--- src/rtl/instr_enc_pkg.sv ---
// Shared types and constants for the RV32I instruction encoder.
// Latency: n/a (types, constants and a pure function only).
// Backpressure: n/a.
package instr_enc_pkg;

    // Abstract command kinds; 14 and 15 are illegal.
    typedef enum logic [3:0] {
        KIND_R       = 4'd0,
        KIND_I_ARITH = 4'd1,
        KIND_LOAD    = 4'd2,
        KIND_STORE   = 4'd3,
        KIND_BRANCH  = 4'd4,
        KIND_JAL     = 4'd5,
        KIND_JALR    = 4'd6,
        KIND_LUI     = 4'd7,
        KIND_AUIPC   = 4'd8,
        KIND_FENCE   = 4'd9,
        KIND_SYSTEM  = 4'd10,
        KIND_NOP     = 4'd11,
        KIND_LI      = 4'd12,
        KIND_CALL    = 4'd13
    } cmd_kind_t;

    typedef enum logic {
        ST_IDLE  = 1'b0,
        ST_HOLD2 = 1'b1
    } enc_state_t;

    // Opcode bits [6:2], identical to the ID-stage decoder's op map.
    localparam logic [4:0] OP_R       = 5'b01100;
    localparam logic [4:0] OP_LOAD    = 5'b00000;
    localparam logic [4:0] OP_I_ARITH = 5'b00100;
    localparam logic [4:0] OP_JALR    = 5'b11001;
    localparam logic [4:0] OP_JAL     = 5'b11011;
    localparam logic [4:0] OP_LUI     = 5'b01101;
    localparam logic [4:0] OP_AUIPC   = 5'b00101;
    localparam logic [4:0] OP_STORE   = 5'b01000;
    localparam logic [4:0] OP_BRANCH  = 5'b11000;
    localparam logic [4:0] OP_SYSTEM  = 5'b11100;
    localparam logic [4:0] OP_FENCE   = 5'b00011;

    // ADDI x0,x0,0
    localparam logic [31:0] NOP_WORD = 32'h0000_0013;

    // Split a 32-bit constant into {hi[19:0], lo[11:0]} so that
    // (hi << 12) + sign_extend(lo) reproduces it; hi wraps modulo 2^20.
    function automatic logic [31:0] split_hi_lo(input logic [31:0] imm);
        logic [19:0] hi;
        hi = imm[31:12] + {19'd0, imm[11]};
        return {hi, imm[11:0]};
    endfunction

endpackage

--- src/rtl/instr_encoder_imm_packer.sv ---
// Places immediate bits of a command into their RV32I positions; all other fields zero.
// Latency: combinational.
// Backpressure: none (pure function of kind and immediate).
module imm_packer
    import instr_enc_pkg::*;
(
    input  logic [3:0]  i_kind,
    input  logic [31:0] i_imm,
    output logic [31:0] o_word
);

    // Select the immediate format implied by the command kind.
    always_comb begin
        o_word = 32'd0;
        case (i_kind)
            KIND_I_ARITH, KIND_LOAD, KIND_JALR, KIND_FENCE, KIND_SYSTEM:
                o_word = {i_imm[11:0], 20'd0};
            KIND_STORE:
                o_word = {i_imm[11:5], 13'd0, i_imm[4:0], 7'd0};
            KIND_BRANCH:
                o_word = {i_imm[12], i_imm[10:5], 13'd0, i_imm[4:1], i_imm[11], 7'd0};
            KIND_LUI, KIND_AUIPC:
                o_word = {i_imm[31:12], 12'd0};
            KIND_JAL:
                o_word = {i_imm[20], i_imm[10:1], i_imm[11], i_imm[19:12], 12'd0};
            default:
                o_word = 32'd0;
        endcase
    end

endmodule

--- src/rtl/instr_encoder.sv ---
// Encodes abstract commands into RV32I words; LI/CALL may expand to two words.
// Latency: word 1 registered, visible the cycle after accept; word 2 after word 1's handshake.
// Backpressure: words hold while i_instr_ready is low; o_cmd_ready drops until the last word drains.
// Build option: OSIRIS_PSEUDO_EXPAND_EN enables LI/CALL expansion (otherwise they are illegal).
module instr_encoder
    import instr_enc_pkg::*;
(
    input  logic        i_clk,
    input  logic        i_rst,
    input  logic        i_cmd_valid,
    output logic        o_cmd_ready,
    input  logic [3:0]  i_cmd_kind,
    input  logic [4:0]  i_rd,
    input  logic [4:0]  i_rs1,
    input  logic [4:0]  i_rs2,
    input  logic [2:0]  i_funct_3,
    input  logic        i_funct_7_5,
    input  logic [31:0] i_imm,
    output logic        o_instr_valid,
    input  logic        i_instr_ready,
    output logic [31:0] o_instr,
    output logic        o_instr_last,
    output logic        o_cmd_err
);

    logic [3:0]  pk_kind;
    logic [31:0] pk_imm;
    logic [31:0] pk_word;
    logic [6:0]  f7_f;
    logic [4:0]  rd_f, rs1_f, rs2_f, op_f;
    logic [2:0]  f3_f;
    logic        is_nop, legal;
    logic [31:0] word1;

    logic        vld_q, vld_d;
    logic [31:0] instr_q, instr_d;
    logic        err_q, err_d;
    logic        advance, accept, cmd_ready;

`ifdef OSIRIS_PSEUDO_EXPAND_EN
    logic        last_q, last_d;
    logic [31:0] word2_q, word2_d, word2;
    logic        two_words;
    logic [31:0] hilo;
    logic        imm_s12;
    enc_state_t  state_q, state_d;

    assign hilo    = split_hi_lo(i_imm);
    assign imm_s12 = (i_imm == {{20{i_imm[11]}}, i_imm[11:0]});
`endif

    imm_packer u_imm_packer (
        .i_kind (pk_kind),
        .i_imm  (pk_imm),
        .o_word (pk_word)
    );

    assign advance = vld_q & i_instr_ready;
    assign accept  = i_cmd_valid & cmd_ready;

    // Choose opcode, register/funct fields and packer input for the first word.
    always_comb begin
        pk_kind = i_cmd_kind;
        pk_imm  = i_imm;
        op_f    = OP_I_ARITH;
        f7_f    = 7'd0;
        rd_f    = i_rd;
        rs1_f   = i_rs1;
        rs2_f   = 5'd0;
        f3_f    = i_funct_3;
        is_nop  = 1'b0;
        legal   = 1'b1;
`ifdef OSIRIS_PSEUDO_EXPAND_EN
        two_words = 1'b0;
        word2     = 32'd0;
`endif
        case (i_cmd_kind)
            KIND_R: begin
                op_f  = OP_R;
                rs2_f = i_rs2;
                f7_f  = {1'b0, i_funct_7_5, 5'd0};
            end
            KIND_I_ARITH: begin
                op_f = OP_I_ARITH;
                // Shifts carry funct7 in imm[11:5] and a 5-bit shamt.
                if (i_funct_3 == 3'b001 || i_funct_3 == 3'b101)
                    pk_imm = {20'd0, 1'b0, i_funct_7_5, 5'd0, i_imm[4:0]};
            end
            KIND_LOAD:   op_f = OP_LOAD;
            KIND_STORE: begin
                op_f  = OP_STORE;
                rd_f  = 5'd0;
                rs2_f = i_rs2;
            end
            KIND_BRANCH: begin
                op_f  = OP_BRANCH;
                rd_f  = 5'd0;
                rs2_f = i_rs2;
            end
            KIND_JAL: begin
                op_f  = OP_JAL;
                rs1_f = 5'd0;
                f3_f  = 3'd0;
            end
            KIND_JALR: begin
                op_f = OP_JALR;
                f3_f = 3'd0;
            end
            KIND_LUI: begin
                op_f  = OP_LUI;
                rs1_f = 5'd0;
                f3_f  = 3'd0;
            end
            KIND_AUIPC: begin
                op_f  = OP_AUIPC;
                rs1_f = 5'd0;
                f3_f  = 3'd0;
            end
            KIND_FENCE:  op_f = OP_FENCE;
            KIND_SYSTEM: op_f = OP_SYSTEM;
            KIND_NOP:    is_nop = 1'b1;
`ifdef OSIRIS_PSEUDO_EXPAND_EN
            KIND_LI: begin
                f3_f  = 3'd0;
                rs1_f = 5'd0;
                if (imm_s12) begin
                    pk_kind = KIND_I_ARITH;
                    op_f    = OP_I_ARITH;
                end else begin
                    pk_kind   = KIND_LUI;
                    pk_imm    = {hilo[31:12], 12'd0};
                    op_f      = OP_LUI;
                    two_words = (hilo[11:0] != 12'd0);
                    word2     = {hilo[11:0], i_rd, 3'b000, i_rd, OP_I_ARITH, 2'b11};
                end
            end
            KIND_CALL: begin
                f3_f      = 3'd0;
                rs1_f     = 5'd0;
                pk_kind   = KIND_AUIPC;
                pk_imm    = {hilo[31:12], 12'd0};
                op_f      = OP_AUIPC;
                two_words = 1'b1;
                word2     = {hilo[11:0], i_rd, 3'b000, i_rd, OP_JALR, 2'b11};
            end
`endif
            default: legal = 1'b0;
        endcase
    end

    assign word1 = is_nop ? NOP_WORD
                          : (pk_word | {f7_f, rs2_f, rs1_f, f3_f, rd_f, op_f, 2'b11});

`ifdef OSIRIS_PSEUDO_EXPAND_EN
    // State register.
    always_ff @(posedge i_clk) begin
        if (i_rst) state_q <= ST_IDLE;
        else       state_q <= state_d;
    end

    // Next state: enter HOLD2 on a two-word accept, leave when word 1 is taken.
    always_comb begin
        state_d = state_q;
        case (state_q)
            ST_IDLE:  if (accept && legal && two_words) state_d = ST_HOLD2;
            ST_HOLD2: if (advance) state_d = ST_IDLE;
            default:  state_d = ST_IDLE;
        endcase
    end

    // Output decode: new commands only when the last word is draining in IDLE.
    always_comb begin
        cmd_ready = ~vld_q | (i_instr_ready & last_q & (state_q == ST_IDLE));
    end

    assign o_instr_last = last_q;
`else
    // Output decode: every word is last, so accept whenever the output slot frees.
    always_comb begin
        cmd_ready = ~vld_q | i_instr_ready;
    end

    assign o_instr_last = 1'b1;
`endif

    // Output slot update: drain on handshake, refill from a command or the held word 2.
    always_comb begin
        vld_d   = vld_q & ~advance;
        instr_d = instr_q;
        err_d   = 1'b0;
`ifdef OSIRIS_PSEUDO_EXPAND_EN
        last_d  = last_q;
        word2_d = word2_q;
        if (state_q == ST_HOLD2 && advance) begin
            vld_d   = 1'b1;
            instr_d = word2_q;
            last_d  = 1'b1;
        end
`endif
        if (accept) begin
            if (legal) begin
                vld_d   = 1'b1;
                instr_d = word1;
`ifdef OSIRIS_PSEUDO_EXPAND_EN
                last_d  = ~two_words;
                word2_d = word2;
`endif
            end else begin
                err_d = 1'b1;
            end
        end
    end

    // Output and word-2 registers.
    always_ff @(posedge i_clk) begin
        if (i_rst) begin
            vld_q   <= 1'b0;
            instr_q <= 32'd0;
            err_q   <= 1'b0;
`ifdef OSIRIS_PSEUDO_EXPAND_EN
            last_q  <= 1'b0;
            word2_q <= 32'd0;
`endif
        end else begin
            vld_q   <= vld_d;
            instr_q <= instr_d;
            err_q   <= err_d;
`ifdef OSIRIS_PSEUDO_EXPAND_EN
            last_q  <= last_d;
            word2_q <= word2_d;
`endif
        end
    end

    assign o_cmd_ready   = cmd_ready;
    assign o_instr_valid = vld_q;
    assign o_instr       = instr_q;
    assign o_cmd_err     = err_q;

endmodule
--- config.mk ---
export PLATFORM = sky130hd
export DESIGN_NAME = instr_encoder
export DESIGN_NICKNAME = d
export VERILOG_FILES = /design/src/rtl/instr_enc_pkg.sv /design/src/rtl/instr_encoder_imm_packer.sv /design/src/rtl/instr_encoder.sv
export SDC_FILE = /design/constraint.sdc
export NUM_CORES = 1
export LEC_CHECK = 0
export CORE_MARGIN = 2
export CORE_UTILIZATION = 52
export DETAILED_ROUTE_END_ITERATION = 12
export DONT_BUFFER_PORTS = 1
export GPL_ROUTABILITY_DRIVEN = 0
export PLACE_DENSITY = 0.78
export RECOVER_POWER = 50
export SLEW_MARGIN = 20
export SYNTH_ARGS = -nofsm -noshare
export SYNTH_HDL_FRONTEND = slang
export SYNTH_HIERARCHICAL = 1
export SYNTH_SLANG_ARGS = --single-unit
export TNS_END_PERCENT = 30
--- constraint.sdc ---
create_clock -name i_clk -period 3.45 [get_ports i_clk]
set_clock_uncertainty 0.1 [all_clocks]
set_input_delay 0.8625 -clock i_clk [delete_from_list [all_inputs] [get_ports i_clk]]
set_output_delay 0.8625 -clock i_clk [all_outputs]
set_load 0.005 [all_outputs]
Word-level counts from Yosys, hierarchy flattened
Cells that the tools add are included.
{"block": "totals", "wordCells": 50, "in_bits": 59, "register_bits": 34, "out_inout_bits": 36}
{"block": "op_classes", "muxes": 15, "bitwise": 8, "n_eq_ne": 13, "reduce_logical": 11}
{"op": "$pmux 32 s5", "n": 1}
{"op": "$mux 32", "n": 3}
{"op": "$pmux 5 s10", "n": 1}
{"op": "$or 32x32->32", "n": 1}
{"op": "$eq 4x3->1 const B", "n": 4}
{"op": "$eq 4x4->1 const B", "n": 4}
{"op": "$mux 5", "n": 3}
{"op": "$reduce_or 12->1", "n": 1}
{"op": "$eq 4x2->1 const B", "n": 2}
{"op": "$mux 6", "n": 1}
{"op": "$reduce_or 2->1", "n": 3}
{"op": "$reduce_or 3->1", "n": 2}
{"op": "$mux 1", "n": 5}
{"op": "$reduce_or 5->1", "n": 1}
{"op": "$eq 4x1->1 const B", "n": 1}
{"op": "$logic_not 4->1", "n": 1}
{"op": "$reduce_or 4->1", "n": 1}
{"op": "$and 1x1->1", "n": 3}
{"op": "$eq 3x1->1 const B", "n": 1}
{"op": "$eq 3x3->1 const B", "n": 1}
{"op": "$mux 3", "n": 1}
{"op": "$not 1->1", "n": 3}
{"op": "$reduce_and 2->1", "n": 1}
{"op": "$logic_or 1x1->1", "n": 1}
{"op": "$or 1x1->1", "n": 1}

Longest topological paths before layout
Gate-level depths: netlist of run 1.
{"block": "depth", "depth_word": 7, "depth_mapped": 10, "mapped_depth_nobuf": 8}

Modules after synthesis
The synthesis of run 1 kept the hierarchy.
{"module": "instr_encoder", "seq_area_each_um2": 660.6, "n_inst": 1, "area_per_inst_um2": 1747.9, "cells_per_inst": 220}
{"module": "imm_packer", "seq_area_each_um2": 0.0, "n_inst": 1, "area_per_inst_um2": 609.3, "cells_per_inst": 84}

Worst setup path after synthesis of run 1
Ideal clock, no wire load.
{"block": "synth_timing", "path_type": "input -> register", "start": "input port i_cmd_kind[3]", "end": "register instr_q[7], in the netlist o_instr[7]", "path_stages": 10, "setup_time_ns": 0.070, "path_buffers": 2, "path_slack_ns": 0.950, "t_arrival_ns": 2.329, "required_ns": 3.280, "path_cell_list": "buf_4 inv_1 nand4_2 clkbuf_1 and2_1 nand3_1 a21oi_1 a21oi_1 or3_1 a21oi_1"}
{"block": "synth_via", "elab_chain_len": 5, "word_cells_on_any_way": 24, "classes_between": "11 x eq/ne; 6 x mux; 1 x bitwise; 6 x reduce/logical"}
{"item": "start: declaration", "line_no": "instr_encoder.sv:12", "rtl": "input logic [3:0] i_cmd_kind,"}
{"item": "$eq 4x1->1", "line_no": "instr_encoder.sv:77", "rtl": "case (i_cmd_kind)"}
{"item": "$mux 32", "line_no": "instr_encoder.sv:77"}
{"item": "via pk_imm[11]", "line_no": "instr_encoder.sv:27", "rtl": "logic [31:0] pk_imm;"}
{"item": "$pmux 32 s5", "line_no": "instr_encoder_imm_packer.sv:15", "rtl": "case (i_kind)"}
{"item": "via pk_word[7]", "line_no": "instr_encoder.sv:28", "rtl": "logic [31:0] pk_word;"}
{"item": "$or 32x32->32", "line_no": "instr_encoder.sv:152", "rtl": ": (pk_word | {f7_f, rs2_f, rs1_f, f3_f, rd_f, op_f, 2'b11});"}
{"item": "$mux 32", "line_no": "instr_encoder.sv:151", "rtl": "assign word1 = is_nop ? NOP_WORD"}
{"item": "end signal: assignment", "line_no": "instr_encoder.sv:226", "rtl": "instr_q <= instr_d;"}
{"item": "end: declaration", "line_no": "instr_encoder.sv:36", "rtl": "logic [31:0] instr_q, instr_d;"}
The timed path passes the listed nets, and every way through them passes these cells.
A chain may end at the register's enable or synchronous reset.

Worst setup path in the final report of run 1
{"block": "layout_timing", "start": "input port i_cmd_kind[3]", "end": "register instr_q[30], in the netlist o_instr[30]"}
Same word-level chain as after synthesis.

==> flow_metrics.py, run 1 <==
metrics = {
    "grt": {
        "grt_pass1_wl_mm": 9.556,
        "grt_pass1_vias": 1954,
        "grtUsageTotal": 0.2343,
        "grt_max_degree": 41,
        "antenna_found_initial": 0,
        "overflow": 0,
    },
    "cts": {
        "postCtsSetupRepairBufs": 0,
        "cts-hold-fix-buffers": 0,
        "htreeDepth": 2,
        "cts_sinks": 33,
        "cts_root_buffer": "clkbuf_8",
        "cts_tree": "built",
        "clockBufferDepth": 2,
        "cts_made_buffers": 5,
        "clk_pin_slew_ns": 0.07,
        "insertion_delay_ns": 0.28,
        "cts_resized": 0,
    },
    "drt": {
        "wl_per_cell_um": 17.06,
        "postRouteAntennaNets": 0,
        "viasPerCell": 6.192,
        "drc_errors": 0,
        "via_count": 2093,
        "dr.pass1.iters": 4,
        "drt_iter0_markers": 113,
        "wl_mm": 5.767,
    },
    "cells_and_area": {
        "fin_cells": 338,
        "fin_area_mm2": 0.002338,
        "final_nets": 344,
        "area_growth_pct": -0.1604,
        "final_layout_size_suffix_gt1_frac": 0.07692,
        "antenna_cells": 0,
    },
    "placed_design": {
        "placed_cell_area_mm2": 0.002256,
        "io_buffers": 0,
        "dpl.cell_count": 330,
        "dpl.hpwl_mm": 4.181,
    },
    "timing": {
        "setup_viol": 0,
        "finalHoldViolCount": 0,
        "rsz0062_at_grt": "no",
        "period_minus_slack_ns": 2.494,
        "holdWs_ns": 0.3632,
        "fmax_mhz": 401.0,
        "relSlewSlack": 0.5083,
        "max_slew.worst_pin.slew_ns": 0.7375,
        "slew_viol_final": 0,
        "setup_tns_ns": 0,
        "fin_crit_sh": 0.7228,
    },
    "job": {
        "max_cap_violations": 0,
    },
    "setup_path": {
        "setup.worst_path.end_class": "flip-flop",
        "crit_buf_inv": 2,
        "path_delay_family": "compound AO/OA/AOI/OAI gates",
        "crit_arrival_ns": 2.53,
        "critPathMaxFanout": 25,
        "critical_path_class": "primary input to flip-flop",
        "worstPathCellList": "inv_1, nand4_2, buf_4, and2_1, a32oi_1, o221ai_1, o21ai_0, a311oi_1",
        "cpMaxStageDelayCell": "nand4_2",
        "slowest_delay_ns": 0.36,
        "start_kind": "primary input",
        "cp.required_ns": 3.48,
    },
    "status": {
        "status": "finished clean",
    },
    "floorplan": {
        "core_region_area_mm2": 0.004354,
        "rows": 24,
        "die_h_um": 71.12,
        "initial_utilization": 0.5379,
        "io_pins": 95,
        "die-area_mm2": 0.005057,
        "die_w_um": 71.12,
    },
    "logic_synthesis": {
        "netlist_instances": 302,
        "avgSynthCellArea_um2": 7.756,
        "synth_area_mm2": 0.002342,
        "synth_warnings": 6,
    },
    "power": {
        "irDropWorstVdd_mv": 0.1533,
        "static-leakage-power_nw": 0.7901,
        "total_power_mw": 0.8646,
        "powerDensity_mw_per_mm2": 369.7,
    },
    "worst_hold_path": {
        "min_path_type": "flip-flop to flip-flop",
    },
}
## where the power goes
part / internal, mW / switching (mW)
clock network: 0.139 / 0.147
registers: 0.406 / 0.0192
logic: 0.0713 / 0.0814
total: 0.617 / 0.248
## final cells by class
cell class	count	area (um^2)
clock buffer	5	68.82
clock inverter	3	17.52
fill	428	2016
inverter	4	15.01
multi-input combinational	239	1500
sequential	33	660.6
tap	52	65.06
timing repair buffer	2	11.26
## state kept, by name (all words and copies together) (netlist names)
register / count
o_instr: 31
o_cmd_err: 1
o_instr_valid: 1
## cells in the final DEF, fill, tap and decap left out, types with 6 or more instances in the layout
cell / n
nand3b_1: 20
a22oi_1: 6
a21oi_1: 41
and2_1: 30
nor2_1: 14
nor2b_1: 11
nand3_1: 9
a211oi_1: 7
o21ai_0: 11
dfxtp_1: 33
nand2_1: 19
conb_1: 6
o221ai_1: 7
a32oi_1: 6
## stage by stage
step | setup slack [ns] | utilization
2_1_floorplan | 0.9505 | -
3_3_place_gp | 0.7417 | 0.5181
3_5_place_dp | 0.7055 | 0.5181
4_1_cts | 1.009 | 0.5379
5_1_grt | 0.7262 | 0.5371
6_report | 0.9564 | 0.5371
## layer usage
metal / share of wire / wire, um / GRT usage
met2: 0.47 / 2700 / 0.3479
met5: 0 / 0 / 0
met4: 0.020 / 114 / 0.07547
met1: 0.44 / 2518 / 0.3275
met3: 0.075 / 433 / 0.06838
## worst paths after layout
check | cells past startpoint | from | endpoint | slack, ns
setup reg to reg | 5 | o_instr_valid | o_instr[24] | 1.28
hold reg to reg | 2 | o_instr[10] | o_instr[10] | 0.36
hold / removal | 2 | o_instr[10] | o_instr[10] | 0.36
setup / recovery | 8 | i_cmd_kind[3] | o_instr[30] | 0.96
## worst register-to-register path, stage by stage (launching register included)
cell and delay, ns:
dfxtp_1 0.33, nand2b_1 0.18, and3_1 0.19, clkbuf_1 0.56
nand3b_1 0.47, o21ai_0 0.27
No activity file was read; power rests on OpenSTA's default activity.
==> inputs of run 2 (changes only) <==
Settings changed: PLACE_DENSITY 0.78 to 0.81.
Clock period 3.45 ns to 2.1 ns, I/O delays scaled along.
==> run 2 against run 1 <==
  * Sequential power up 65%
  * Register-to-register slack lost 0.80 ns
  * Hold slack got worse by 0.16 ns
  * First-iteration DRC count is 9.7% higher
  * Largest power group unchanged
  * Sequential share of layout area decreased by 0.99 points
  * Critical path type unchanged
  * Power grew 83%
==> flow_metrics.py, run 2 (same netlist as run 1, synthesis figures left out) <==
metrics = {
    "status": {
        "status": "finished clean",
    },
    "timing": {
        "slew_viol_final": 0,
        "fmax_mhz": 546.6,
        "max_slew.worst_pin.slew_ns": 0.5671,
        "fin_crit_sh": 0.8711,
        "setup_viol": 0,
        "relSlewSlack": 0.6202,
        "fin_ws_ns": 0.2707,
        "rsz0062_at_grt": "no",
        "setup_tns_ns": 0,
        "period_minus_slack_ns": 1.829,
        "holdWs_ns": 0.2014,
        "finalHoldViolCount": 0,
    },
    "cts": {
        "insertion_delay_ns": 0.28,
        "htreeDepth": 2,
        "cts_root_buffer": "clkbuf_8",
        "postCtsSetupRepairBufs": 0,
        "clockBufferDepth": 2,
        "clk_pin_slew_ns": 0.07,
        "cts_sinks": 33,
        "cts-hold-fix-buffers": 0,
        "cts_made_buffers": 5,
        "cts_resized": 0,
        "cts_tree": "built",
    },
    "worst_hold_path": {
        "min_path_type": "primary input to flip-flop",
        "min_from": "i_rst",
    },
    "cells_and_area": {
        "multiInputGateArea_mm2": 0.001503,
        "final_util": 0.5566,
        "largest_reg_flops": 31,
        "fin_area_mm2": 0.002424,
        "ff_latch_area_um2": 660.6,
        "n_fill_cell": 407,
        "antenna_cells": 0,
        "final_layout_size_suffix_gt1_frac": 0.1024,
        "area_growth_pct": 3.472,
        "final_cell_mix": "41 x a21oi_1, 33 x dfxtp_1, 30 x and2_1",
        "final_common_cell": "a21oi_1",
        "final_nets": 351,
        "fin_cells": 345,
    },
    "setup_path": {
        "rr_startpoint": "o_instr_valid",
        "slowest_delay_ns": 0.21,
        "path_delay_family": "compound AO/OA/AOI/OAI gates",
        "crit_arrival_ns": 1.89,
        "cpMaxStageDelayCell": "buf_4",
        "start_kind": "primary input",
        "cp.required_ns": 2.16,
        "critPathMaxFanout": 12,
        "worstPathCellList": "nor2b_1, nand4_2, buf_4, and2_1, a32oi_1, o221ai_1, o21ai_0, a311oi_1",
        "crit_buf_inv": 1,
        "critical_path_class": "primary input to flip-flop",
        "startpoint": "i_funct_3[0]",
        "setup.worst_path.end_class": "flip-flop",
    },
    "grt": {
        "grtUsageTotal": 0.2459,
        "grt_max_degree": 41,
        "overflow": 0,
        "grt_pass1_vias": 2017,
        "grt_pass1_wl_mm": 9.977,
        "antenna_found_initial": 0,
    },
    "floorplan": {
        "core_region_area_mm2": 0.004354,
        "die_w_um": 71.12,
        "die-area_mm2": 0.005057,
        "die_h_um": 71.12,
        "initial_utilization": 0.5379,
        "rows": 24,
        "io_pins": 95,
    },
    "drt": {
        "viasPerCell": 6.470,
        "wl_met2_mm": 2.855,
        "top_layer_used": "met4",
        "drt_iter0_markers": 124,
        "drc_errors": 0,
        "wl_met3_um": 605,
        "wl_mm": 6.275,
        "dr.pass1.iters": 5,
        "postRouteAntennaNets": 0,
        "via_count": 2232,
        "wl_per_cell_um": 18.19,
        "wl_met1_mm": 2.665,
    },
    "power": {
        "static-leakage-power_nw": 0.8317,
        "irDropWorstVdd_mv": 0.2871,
        "powerDensity_mw_per_mm2": 652.6,
        "total_power_mw": 1.582,
    },
    "placed_design": {
        "io_buffers": 0,
        "placed_cell_area_mm2": 0.002311,
        "pre_cts_slack_ns": -0.02665,
        "dpl.cell_count": 337,
        "dpl.hpwl_mm": 4.591,
    },
    "job": {
        "max_cap_violations": 0,
    },
}
==> run 2: cell count changes in the layout (fill, tap and decap cells not counted), sizes merged <==
cell | previous run | this run
clkbuf | 6 | 8
clkinvlp | 1 | 0
buf | 1 | 8
clkinv | 2 | 0
bufinv | 0 | 1
==> run 2: cell type report <==
cell class              instances  share of cell area
clock buffers                   7             0.03562
inverters                       4            0.006195
clock inverters                 1             0.01239
multi-input cells             239              0.6200
well taps                      52             0.02685
flip-flops and latches         33              0.2726
repair buffers                  9             0.02633
==> run 2: power breakdown <==
group	total [mW]	internal, mW	switching, mW
Clock	0.611	0.387	0.225
Sequential	0.703	0.668	0.0346
Combinational	0.268	0.126	0.142
==> run 2: worst paths after layout <==
kind | endpoint | slack (ns) | cells after the start
max | o_instr[30] | 0.27 | 8
min | o_instr_valid | 0.20 | 1
max reg2reg | o_instr[3] | 0.48 | 5
min reg2reg | o_instr[27] | 0.36 | 2
==> run 2: layer usage <==
metal | GRT usage | vias up
met2 | 0.3676 | 119
met1 | 0.3295 | 1022
met5 | 0 | -
met3 | 0.07407 | 16
met4 | 0.1048 | 0
li1 | - | 1075
==> inputs of run 3 (changes only) <==
Settings changed: SYNTH_HIERARCHICAL 1 to default.
==> run 3 against run 2 <==
  * Non-clock buffer count did not move
  * Synthesized cell count fell by 25%
  * Critical path depth fell by 3
  * Combinational power fell by 15%
  * Via count fell by 17%
  * Wire length fell by 15%
  * Die area fell by 15%
  * Largest power group unchanged
==> flow_metrics.py, run 3 <==
metrics = {
    "status": {
        "status": "finished clean",
    },
    "cells_and_area": {
        "largest_reg_flops": 31,
        "area_growth_pct": 5.905,
        "multiInputGateArea_mm2": 0.001164,
        "final_cell_mix": "33 x dfxtp_1, 18 x nand2_1, 17 x nor2_1",
        "final_nets": 280,
        "n_fill_cell": 331,
        "antenna_cells": 0,
        "final_common_cell": "dfxtp_1",
        "fin_cells": 270,
        "final_layout_size_suffix_gt1_frac": 0.1216,
        "ff_latch_area_um2": 660.6,
        "final_util": 0.5701,
    },
    "setup_path": {
        "cpMaxStageDelayCell": "a2111oi_0",
        "cp.required_ns": 2.16,
        "crit_buf_inv": 1,
        "path_delay_family": "compound AO/OA/AOI/OAI gates",
        "start_kind": "primary input",
        "worstPathCellList": "nor2b_1, buf_4, a21o_1, a2111oi_0, o21ai_1",
        "crit_arrival_ns": 1.68,
        "critical_path_class": "primary input to flip-flop",
        "setup.worst_path.end_class": "flip-flop",
        "rr_startpoint": "o_instr_valid",
        "startpoint": "i_cmd_kind[2]",
        "slowest_delay_ns": 0.51,
        "critPathMaxFanout": 30,
    },
    "cts": {
        "cts_root_buffer": "clkbuf_8",
        "clk_pin_slew_ns": 0.07,
        "cts_tree": "built",
        "cts_sinks": 33,
        "htreeDepth": 2,
        "cts_resized": 0,
        "cts_made_buffers": 5,
        "clockBufferDepth": 2,
        "cts-hold-fix-buffers": 0,
        "postCtsSetupRepairBufs": 0,
        "insertion_delay_ns": 0.28,
    },
    "floorplan": {
        "die-area_mm2": 0.004298,
        "io_pins": 95,
        "initial_utilization": 0.5383,
        "die_h_um": 65.56,
        "rows": 22,
        "die_w_um": 65.56,
        "core_region_area_mm2": 0.003661,
    },
    "grt": {
        "overflow": 0,
        "grt_max_degree": 31,
        "grt_pass1_wl_mm": 8.245,
        "antenna_found_initial": 0,
        "grtUsageTotal": 0.2540,
        "grt_pass1_vias": 1661,
    },
    "drt": {
        "drt_iter0_markers": 136,
        "wl_mm": 5.342,
        "postRouteAntennaNets": 0,
        "dr.pass1.iters": 4,
        "viasPerCell": 6.859,
        "drc_errors": 0,
        "wl_per_cell_um": 19.79,
        "via_count": 1852,
    },
    "timing": {
        "period_minus_slack_ns": 1.616,
        "holdWs_ns": 0.1994,
        "setup_viol": 0,
        "slew_viol_final": 0,
        "max_slew.worst_pin.slew_ns": 0.5145,
        "rsz0062_at_grt": "no",
        "fin_crit_sh": 0.7697,
        "finalHoldViolCount": 0,
        "setup_tns_ns": 0,
        "relSlewSlack": 0.6554,
        "fmax_mhz": 618.7,
    },
    "worst_hold_path": {
        "min_path_type": "primary input to flip-flop",
        "min_from": "i_rst",
    },
    "logic_synthesis": {
        "synth_warnings": 0,
        "yosysTopAreaCellShare": 0.3352,
        "ys_seq_elements": 33,
        "yosysMostFrequentCell": "dfxtp_1",
        "synth.largest_area_cell": "dfxtp_1",
        "synth_top_flop_cell": "dfxtp_1",
        "ys_seq_area_frac": 0.3352,
        "syn_nets": 285,
        "avgSynthCellArea_um2": 8.720,
        "synth_common_cells": "33 x dfxtp_1, 18 x nand2_1, 17 x nor2_1",
        "ys_async_sr_fraction": 0,
        "synth_edf_count": 0,
        "synth_cell_types": 58,
        "ys_top_cells_by_area": "dfxtp_1 34%, mux2i_1 4.1%, o21ai_0 3.6%",
        "netlist_instances": 226,
        "synth_area_mm2": 0.001971,
    },
    "placed_design": {
        "io_buffers": 0,
        "dpl.hpwl_mm": 3.948,
        "dpl.cell_count": 262,
    },
    "power": {
        "seqPwrFrac": 0.454,
        "clkPwrFrac": 0.400,
        "p_int_mw": 1.165,
        "powerDensity_mw_per_mm2": 745.6,
        "p_switching_mw": 0.3911,
        "irDropWorstVdd_mv": 0.3098,
        "combPwrFrac": 0.147,
        "total_power_mw": 1.556,
        "static-leakage-power_nw": 0.7851,
        "swShare": 0.2513,
    },
    "job": {
        "max_cap_violations": 0,
    },
}
==> run 3: per-stage QoR <==
step | setup WS [ns] | area [um^2]
2_1_floorplan | 0.2250 | 1971
3_3_place_gp | 0.2995 | 1971
3_5_place_dp | 0.2519 | 1971
4_1_cts | 0.5163 | 2087
5_1_grt | 0.3782 | 2087
6_report | 0.4837 | 2087
==> run 3: worst paths after layout <==
check,end,slack [ns],cells after the start
min reg2reg,o_instr[25],0.37,2
max reg2reg,o_instr[26],0.54,5
min,o_instr[1],0.20,1
max,o_instr[20],0.48,5
==> run 3: power by group through the flow <==
stage,combinational (mW),clock [mW],sequential (mW)
after floorplan,0.215,0,0.709
after global placement,0.221,0,0.719
after detailed placement,0.226,0,0.720
after CTS,0.227,0.631,0.706
after global routing,0.255,0.664,0.711
final,0.229,0.622,0.706
==> run 3: worst register-to-register path, cell delays in order (launching register included) <==
cell       delay [ns]
dfxtp_1          0.32
nand2b_1         0.09
buf_4            0.16
o2111ai_2        0.19
a31oi_1          0.46
a22o_1           0.20
==> run 3: metal layers <==
layer	GRT usage	part of all wire	vias to the layer above
met4	0.1068	0.018	0
met5	0	0	-
met2	0.3839	0.48	117
met1	0.3277	0.39	871
met3	0.08904	0.12	8
li1	-	-	856
==> run 3: layout make-up <==
type	count	area share
Clock buffer	7	0.04137
Inverter	5	0.008993
Timing Repair Buffer	9	0.03237
Sequential cell	33	0.3165
Multi-Input combinational cell	167	0.5576
Clock inverter	1	0.01439
Tap cell	48	0.02878
==> run 3: logic make-up (layout without fill, tap and decap cells) <==
group / after synthesis / after routing / synth area share
AOI/OAI and AO/OA: 89 / 89 / 0.3575
and+or+nand+nor: 67 / 67 / 0.1765
DFF: 33 / 33 / 0.3352
buffers and inverters: 26 / 22 / 0.07428
muxes: 9 / 9 / 0.04635
other: 1 / 1 / 0.001903
xor gates and xnor gates: 1 / 1 / 0.008256
